File: src/rtl/cw_decoder.sv
// Morse (CW) keyer decoder: times marks/spaces in ms ticks, classifies dots/dashes,
// looks up the ASCII character and presents it through a single-entry holding register.
module cw_decoder #(
  parameter int unsigned MAX_ELEM = 6,
  parameter int unsigned CNT_W    = 11
) (
  input  logic       IF_clk,
  input  logic       rstb,
  input  logic       do1k,
  input  logic       enable,
  input  logic       cw_key,
  input  logic [9:0] DotOnTime,
  output logic [7:0] char_data,
  output logic       char_valid,
  input  logic       char_ready,
  output logic       overflow,
  input  logic       overflow_clr
);

  localparam int unsigned TW = CNT_W + 2;
  localparam int unsigned EW = $clog2(MAX_ELEM + 1);

  localparam logic [1:0] StIdle = 2'd0;
  localparam logic [1:0] StMark = 2'd1;
  localparam logic [1:0] StGap  = 2'd2;
  localparam logic [1:0] StWord = 2'd3;

  localparam logic [MAX_ELEM:0] CodeEmpty = (MAX_ELEM + 1)'(1);
  localparam logic [EW-1:0]     ElemMax   = EW'(MAX_ELEM);

  logic             key_meta_q, key_sync_q, key_prev_q;
  logic [1:0]       fill_q;
  logic             armed_q, armed_d;
  logic             rise, fall;

  logic [1:0]       state_q, state_d;
  logic [CNT_W-1:0] mark_q, mark_d, space_q, space_d;
  logic [CNT_W-1:0] mark_inc, space_inc;
  logic [MAX_ELEM:0] code_q, code_d;
  logic [EW-1:0]    elem_q, elem_d;
  logic             err_q, err_d;

  logic [TW-1:0]    t_eff, thr_char, thr_word;
  logic             is_dash;

  logic             emit;
  logic [7:0]       emit_char;

  logic [7:0]       data_q, data_d;
  logic             valid_q, valid_d;
  logic             ovf_q, ovf_d;
  logic             xfer, ovf_set;

  function automatic logic [7:0] lookup(input logic [MAX_ELEM:0] code);
    // Code is a leading-1 sentinel followed by elements, oldest first (dot=0, dash=1).
    case (32'(code))
      2:   lookup = "E";
      3:   lookup = "T";
      4:   lookup = "I";
      5:   lookup = "A";
      6:   lookup = "N";
      7:   lookup = "M";
      8:   lookup = "S";
      9:   lookup = "U";
      10:  lookup = "R";
      11:  lookup = "W";
      12:  lookup = "D";
      13:  lookup = "K";
      14:  lookup = "G";
      15:  lookup = "O";
      16:  lookup = "H";
      17:  lookup = "V";
      18:  lookup = "F";
      20:  lookup = "L";
      22:  lookup = "P";
      23:  lookup = "J";
      24:  lookup = "B";
      25:  lookup = "X";
      26:  lookup = "C";
      27:  lookup = "Y";
      28:  lookup = "Z";
      29:  lookup = "Q";
      32:  lookup = "5";
      33:  lookup = "4";
      35:  lookup = "3";
      39:  lookup = "2";
      47:  lookup = "1";
      48:  lookup = "6";
      49:  lookup = "=";
      50:  lookup = "/";
      56:  lookup = "7";
      60:  lookup = "8";
      62:  lookup = "9";
      63:  lookup = "0";
      76:  lookup = "?";
      85:  lookup = ".";
      115: lookup = ",";
      default: lookup = 8'h2A;
    endcase
  endfunction

  // Thresholds are held two bits wider than the counters so 5T never wraps.
  assign t_eff    = (DotOnTime == 10'd0) ? TW'(1) : TW'(DotOnTime);
  assign thr_char = t_eff << 1;
  assign thr_word = (t_eff << 2) + t_eff;

  assign mark_inc  = (mark_q == '1) ? mark_q : mark_q + 1'b1;
  assign space_inc = (space_q == '1) ? space_q : space_q + 1'b1;
  assign is_dash   = TW'(mark_q) >= thr_char;

  // A key held down across reset must not count as a fresh rising edge.
  assign armed_d = armed_q | (fill_q[1] & ~key_sync_q);
  assign rise    = armed_q & key_sync_q & ~key_prev_q;
  assign fall    = key_prev_q & ~key_sync_q;

  always_comb begin
    state_d   = state_q;
    mark_d    = mark_q;
    space_d   = space_q;
    code_d    = code_q;
    elem_d    = elem_q;
    err_d     = err_q;
    emit      = 1'b0;
    emit_char = 8'h00;
    if (!enable) begin
      state_d = StIdle;
      mark_d  = '0;
      space_d = '0;
      code_d  = CodeEmpty;
      elem_d  = '0;
      err_d   = 1'b0;
    end else if (rise) begin
      state_d = StMark;
      mark_d  = '0;
    end else begin
      case (state_q)
        StMark: begin
          if (fall) begin
            if (elem_q == ElemMax) begin
              err_d = 1'b1;
            end else begin
              code_d = {code_q[MAX_ELEM-1:0], is_dash};
              elem_d = elem_q + 1'b1;
            end
            space_d = '0;
            state_d = StGap;
          end else if (do1k) begin
            mark_d = mark_inc;
          end
        end
        StGap: begin
          if (do1k) begin
            space_d = space_inc;
            if (TW'(space_inc) >= thr_char) begin
              emit      = 1'b1;
              emit_char = err_q ? 8'h2A : lookup(code_q);
              code_d    = CodeEmpty;
              elem_d    = '0;
              err_d     = 1'b0;
              state_d   = StWord;
            end
          end
        end
        StWord: begin
          if (do1k) begin
            space_d = space_inc;
            if (TW'(space_inc) >= thr_word) begin
              emit      = 1'b1;
              emit_char = 8'h20;
              state_d   = StIdle;
            end
          end
        end
        default: ;
      endcase
    end
  end

  always_comb begin
    xfer    = valid_q & char_ready;
    data_d  = data_q;
    valid_d = valid_q & ~xfer;
    ovf_set = 1'b0;
    if (emit) begin
      if (!valid_q || xfer) begin
        data_d  = emit_char;
        valid_d = 1'b1;
      end else begin
        ovf_set = 1'b1;
      end
    end
    ovf_d = ovf_set | (ovf_q & ~overflow_clr);
  end

  always_ff @(posedge IF_clk or negedge rstb) begin
    if (!rstb) begin
      key_meta_q <= 1'b0;
      key_sync_q <= 1'b0;
      key_prev_q <= 1'b0;
      fill_q     <= 2'b00;
      armed_q    <= 1'b0;
      state_q    <= StIdle;
      mark_q     <= '0;
      space_q    <= '0;
      code_q     <= CodeEmpty;
      elem_q     <= '0;
      err_q      <= 1'b0;
      data_q     <= 8'h00;
      valid_q    <= 1'b0;
      ovf_q      <= 1'b0;
    end else begin
      key_meta_q <= cw_key;
      key_sync_q <= key_meta_q;
      key_prev_q <= key_sync_q;
      fill_q     <= {fill_q[0], 1'b1};
      armed_q    <= armed_d;
      state_q    <= state_d;
      mark_q     <= mark_d;
      space_q    <= space_d;
      code_q     <= code_d;
      elem_q     <= elem_d;
      err_q      <= err_d;
      data_q     <= data_d;
      valid_q    <= valid_d;
      ovf_q      <= ovf_d;
    end
  end

  assign char_data  = data_q;
  assign char_valid = valid_q;
  assign overflow   = ovf_q;

endmodule

File: config.mk
export PLATFORM = sky130hd
export DESIGN_NAME = cw_decoder
export DESIGN_NICKNAME = d
export VERILOG_FILES = /design/src/rtl/cw_decoder.sv
export SDC_FILE = /design/constraint.sdc
export NUM_CORES = 1
export LEC_CHECK = 0
export BUFFER_PORTS_ARGS = -buffer_cell sky130_fd_sc_hd__buf_2
export CAP_MARGIN = 5
export CORE_MARGIN = 3
export CORE_UTILIZATION = 30
export DETAILED_ROUTE_END_ITERATION = 10
export GPL_ROUTABILITY_DRIVEN = 0
export GPL_TIMING_DRIVEN = 0
export PLACE_DENSITY = 0.51
export RECOVER_POWER = 50
export SLEW_MARGIN = 20
export SYNTH_ARGS = -nofsm -noshare
export SYNTH_HDL_FRONTEND = slang
export SYNTH_SLANG_ARGS = --single-unit
File: constraint.sdc
create_clock -name IF_clk -period 4.6 [get_ports IF_clk]
set_input_delay 0.46 -clock IF_clk [delete_from_list [all_inputs] [get_ports IF_clk]]
set_output_delay 0.46 -clock IF_clk [all_outputs]
set_load 0.05 [all_outputs]
Word-level counts from Yosys, hierarchy flattened. Memory sizes are Yosys's and may differ from the RTL's. Cells that the tools add are included.

Flip-flop bits (word level): 51. Output and inout bits: 10. ROM bits: 896. Memories kept: 1.

Memory list: (no name shown) (words 128, bits a word 7, read ports 1, clocked after memory_dff 0, wr ports 0, line 56) `case (32'(code))`.

$lt $le $gt $ge: 3. Muxes and demuxes: 61. Reductions and logical operators: 10. Bitwise operators: 13. Eq/ne operators: 25. Add/sub/neg operators: 4.

Operators with widths (count): two-way mux 11 bit (11); two-way mux 7 bit (6); two-way mux 8 bit (5); inequality test 3 bit, second input constant (8); adder 11 x 1 -> 11 bit, second input constant (2); == test 11 bit, second input constant (2); greater-or-equal comparator 11 bit (2); one-hot mux 11 bit (2 select lines) (1); inequality test 4 bit, second input constant (5); two-way mux 3 bit (6); AND reduction 6 bit (3); two-way mux 1 bit (16); one-hot mux 8 bit (2 select lines) (1); two-way mux 2 bit (7); one-hot mux 7 bit (2 select lines) (1); adder 12 x 10 -> 13 bit (1); greater-or-equal comparator 11 x 13 -> 1 bit (1); two-way mux 6 bit (2); zero test 10 bit (1); two-way mux 10 bit (1); AND reduction 4 bit (2); AND 1 bit (7); inequality test 3 x 1 -> 1 bit, second input constant (2); inequality test 3 x 2 -> 1 bit, second input constant (2); other kinds (15) (21).

Longest topological paths before layout.
Word-level depth: 11. Depth in mapped cells: 20. Gate-level depth less buffers: 19.

Worst setup path after synthesis. OpenSTA, ideal clock, no wires.

Path kind: input port to flip-flop. Start: in DotOnTime[8]. End: reg data_q[0], in the netlist char_data[0]. Stages on the path: 18. Path slack: 346 ps. Setup time: 125 ps. Arrival time: 4129 ps. Path buffers: 1. Cells stage by stage: buf_2 -> nor4_1 -> a41o_1 -> ha_1 -> fa_1 -> a21oi_1 -> nor2b_1 -> o31a_1 -> or2_2 -> o21ai_0 -> a31oi_1 -> ha_1 -> or4_1 -> a221oi_1 -> a21oi_1 -> a21oi_2 -> nor3b_4 -> mux2_2.

Word-level cells in the longest chain between the ends: 10. Elaborated cells between the ends (all ways): 18.

RTL lines: start, declared (line 12) `input logic [9:0] DotOnTime,`; zero test 10 bit (line 103) `assign t_eff = (DotOnTime == 10'd0) ? TW'(1) : TW'(DotOnTime);`; two-way mux 10 bit * (line 103); adder 12 x 10 -> 13 bit (line 105) `assign thr_word = (t_eff << 2) + t_eff;`; greater-or-equal comparator 11 x 13 -> 1 bit (line 167) `if (TW'(space_inc) >= thr_word) begin`; two-way mux 1 bit (line 167); two-way mux 1 bit (line 165) `if (do1k) begin`; one-hot mux 1 bit (2 select lines) (line 136) `case (state_q)`; two-way mux 1 bit (line 132) `end else if (rise) begin`; two-way mux 1 bit (line 125) `if (!enable) begin`; AND reduction 2 bit (no line); end signal, assigned (line 223) `data_q <= data_d;`; end, declared (line 49) `logic [7:0] data_q, data_d;`.

Mark *: on every way between the ends. The rest lies on a longest branch, timed or not. A chain may end at the register's enable or synchronous reset.

Worst setup path after layout.
Start: in DotOnTime[8]. End: reg data_q[3], in the netlist char_data[3].

The elaborated chain is that of the path after synthesis.

==> metrics.yaml <==
clocking:
  clock_tree.htree_level_count: 2
  clk_pin_slew_ps: 70
  cts_root_buf: "clkbuf_16"
  clk-insertion-delay-late_ps: 300
  cts_made_buffers: 5
  clock_tree.buffer_depth: 2
  cts_tree: "built"
  cts_hold_buf: 0
  cts_sinks: 50
die:
  chipWidth_um: 124.7
  floorplan.io_pins: 27
  floorplan.core_area_mm2: 0.01351
  fp.dieArea_mm2: 0.01555
  std_cell_rows: 42
  floorplan.initialDensity_pct: 31.30
  dieHeight_um: 124.7
synthesis:
  mux_contribution_to_synthesized_area_pct: 4.410
  async_reset_ff_share_pct: 100.0
  postSynthNetCount: 562
  synth_sequential_area_ratio_pct: 29.62
  synth_area_leader: "dfrtp_1"
  postSynth.topFlopCell: "dfrtp_1"
  share_of_the_synthesized_area_in_the_top_cell_type_pct: 29.00
  synth_adder_area_share_pct: 14.89
  yosys-top-cells-count: "dfrtp_1 (49), ha_1 (47), nor2_1 (40)"
  synth_edf_count: 0
  synth_top_family_by_area: "compound AO/OA/AOI/OAI gates"
  synthCells: 497
  post_synth_instance_area_mm2: 0.004228
  synth_area_leaders: "dfrtp_1 (29%), ha_1 (14%), o21ai_0 (4.5%)"
  postSynthAreaPerCell_um2: 8.507
  synth.ff_latch_count: 50
  yosys.area_share.simple_pct: 19.24
  synth_compound_gate_area_share_pct: 21.46
  synth_warnings: 0
  parity_gate_share_of_the_synthesized_area_counting_xor_and_xnor_cells_pct: 4.528
  yosys.cell_count.top_type: "dfrtp_1"
  yosys.cell_types.count: 70
timing:
  worstMarginPinSlew_ps: 2740
  fmaxAchievable_mhz: 229.9
  timing.setup.tns_ps: 0
  finalWorstPathRequiredPeriod_ps: 4349
  timing.final.crit_share_pct: 94.55
  finalSetupViolCount: 0
  finalHoldViolations: 0
  timing.final.max_slew_violations: 51
  timing.max_slew.rel_slack_pct: -82.65
  worst_hold_slack_ps: 268.5
  clock-skew-final_ps: 8.551
  rsz0062_at_grt: "false"
hold_path:
  min_path_type: "input pin to register"
  timing.hold.worst_path_depth: 1
worst_setup_path:
  crit_path_capture_type: "register"
  critPathRequiredTime_ps: 4780
  path_common_cell: "ha_1"
  crit_buf_inv: 1
  crit_cells: 18
  crit_chain: "clkbuf_4 -> nor4_1 -> a41o_1 -> ha_1 -> fa_1 -> a21oi_1 -> nor2b_1 -> o31a_1 -> or2_2 -> o21ai_0 -> a31oi_1 -> ha_1 -> or4_1 -> a221oi_2 -> a21oi_2 -> a21oi_4 -> nor3b_4 -> mux2_2"
  startpoint_type: "input pin"
  crit_path_top_delay_cell: "or4_1"
  worstRegToRegCells: 13
  top_fanout_value_on_the_critical_path: 11
  cpPeakStageDelay_ps: 540
  worstSetupPathType: "input pin to register"
  cpLargestDelayFamily: "compound AO/OA/AOI/OAI gates"
  arrival_ps: 4530
global_route:
  track_usage_pct: 13.80
  number_of_global_route_vias_before_repair: 3659
  globalRoute.totalOverflow: 0
  grt_antenna_before_repair: 0
  grt_max_degree: 51
  wire_length_of_the_first_global_routing_pass_mm: 17.88
routing:
  drt-pass1-iter-count: 5
  detail_route_antenna_nets: 0
  routedWlPerCell_um: 15.14
  num_vias: 3781
  routed_wl_mm: 10.66
  remaining_drc_errors: 0
  average_vias_per_placed_instance: 5.371
  drt_first_iter_violations: 311
power:
  power_per_cell_area_mw_per_mm2: 235.8
  cellLeakagePower_nw: 2.140
  max-vdd-ir-drop_uv: 127.4
status:
  status: "complete, but fails checks"
  violations: "capacitance limit, slew limit"
layout:
  utilization_pct: 35.00
  fill_cells: 1413
  finalNetCount: 592
  areaGrowthSynthToFinish_pct: 11.81
  post_route_cells_drive_above_1_share_pct: 11.36
  antenna_cells: 0
placement:
  place.port_buffers: 23
  detailed_placement_hpwl_mm: 8.059
flow_run:
  max_cap_violations: 1
## kinds of logic (layout without fill, tap and decap cells)
family	after synthesis	after routing
adders and majority gates	50	50
DFF	50	50
other	2	2
AOI/OAI and AO/OA	137	137
muxes	14	14
xor gates and xnor gates	21	21
buffers and inverters	62	93
and+or+nand+nor	161	161
## area by class of cell
class	count	area [µm²]	share of cell area, %
Clock inverter	2	13.76	0.2912
Clock buffer	6	128.9	2.726
Sequential cell	50	1252	26.50
Timing Repair Buffer	24	123.9	2.620
Multi-Input combinational cell	385	2753	58.23
Inverter	32	120.1	2.541
Tap cell	176	220.2	4.659
Buffer	29	115.1	2.435
## layer usage
layer | vias to the layer above | share of wire [%] | track usage [%]
li1 | 1860 | - | -
met1 | 1821 | 52 | 20.22
met2 | 90 | 43 | 21.25
met3 | 10 | 4.0 | 2.401
met4 | 0 | 0.91 | 2.966
met5 | - | 0 | 0
## cells in the final DEF, fill, tap and decap left out, types with 8 or more instances in the layout
| cell | netlist | layout |
|---|---|---|
| o21a_1 | 9 | 9 |
| xor2_1 | 11 | 11 |
| dfrtp_1 | 49 | 49 |
| nor2b_1 | 8 | 8 |
| nor3_1 | 10 | 10 |
| nand3_1 | 22 | 22 |
| buf_2 | 3 | 23 |
| xnor2_1 | 9 | 9 |
| o21ai_0 | 38 | 38 |
| nand4_1 | 10 | 10 |
| clkbuf_1 | 24 | 26 |
| inv_1 | 32 | 32 |
| a21oi_1 | 30 | 29 |
| nor2_1 | 40 | 40 |
| ha_1 | 47 | 47 |
| nand2_1 | 36 | 36 |
## where the power goes
part / switching, mW / total (mW) / internal (mW)
Combinational: 0.171 / 0.279 / 0.107
Clock: 0.169 / 0.372 / 0.202
Sequential: 0.0124 / 0.464 / 0.452
## metrics by stage
step | cells | setup WS (ps) | instance area (µm²) | power [mW]
2_1_floorplan | 497 | 346.4 | 4228 | 0.6674
3_3_place_gp | 696 | -272.9 | 4563 | 0.7434
6_report | 704 | 250.7 | 4727 | 1.115
3_5_place_dp | 696 | -327.7 | 4566 | 0.7452
4_1_cts | 704 | 82.32 | 4711 | 1.123
5_1_grt | 704 | 7.201 | 4727 | 1.176
## worst register-to-register path: cells and delay by family (launching register included)
kind | cells | cell delay (ps)
simple gates | 4 | 1480
mux | 2 | 730
fa+ha+maj | 2 | 570
compound gates | 3 | 490
flops | 1 | 480
buf+inv | 2 | 350
## final timing paths
path / start / endpoint / slack (ps)
min: cw_key / key_meta_q / 270
max reg2reg: space_q[0] / char_data[3] / 380
max in group asynchronous: rstb / code_q[5] / 2000
max: DotOnTime[8] / char_data[3] / 250
min reg2reg: fill_q[0] / fill_q[1] / 350
min in group asynchronous: rstb / mark_q[6] / 1030
## registers in the layout, summed over array words and instances (netlist names)
signal,flops
fill_q,2
char_valid,1
key_prev_q,1
err_q,1
elem_q,3
char_data,7
overflow,1
key_sync_q,1
state_q,2
key_meta_q,1
mark_q,11
space_q,11
armed_q,1
code_q,7
## repair_timing
item | 4_1_cts | 5_1_grt
pin swaps | 1 | 1
gates resized for setup | 0 | 4
setup endpoints to repair | 6 | 10
setup buffers | 1 | 0
cloned | 0 | 0
Power figures use the tool's default switching activity.
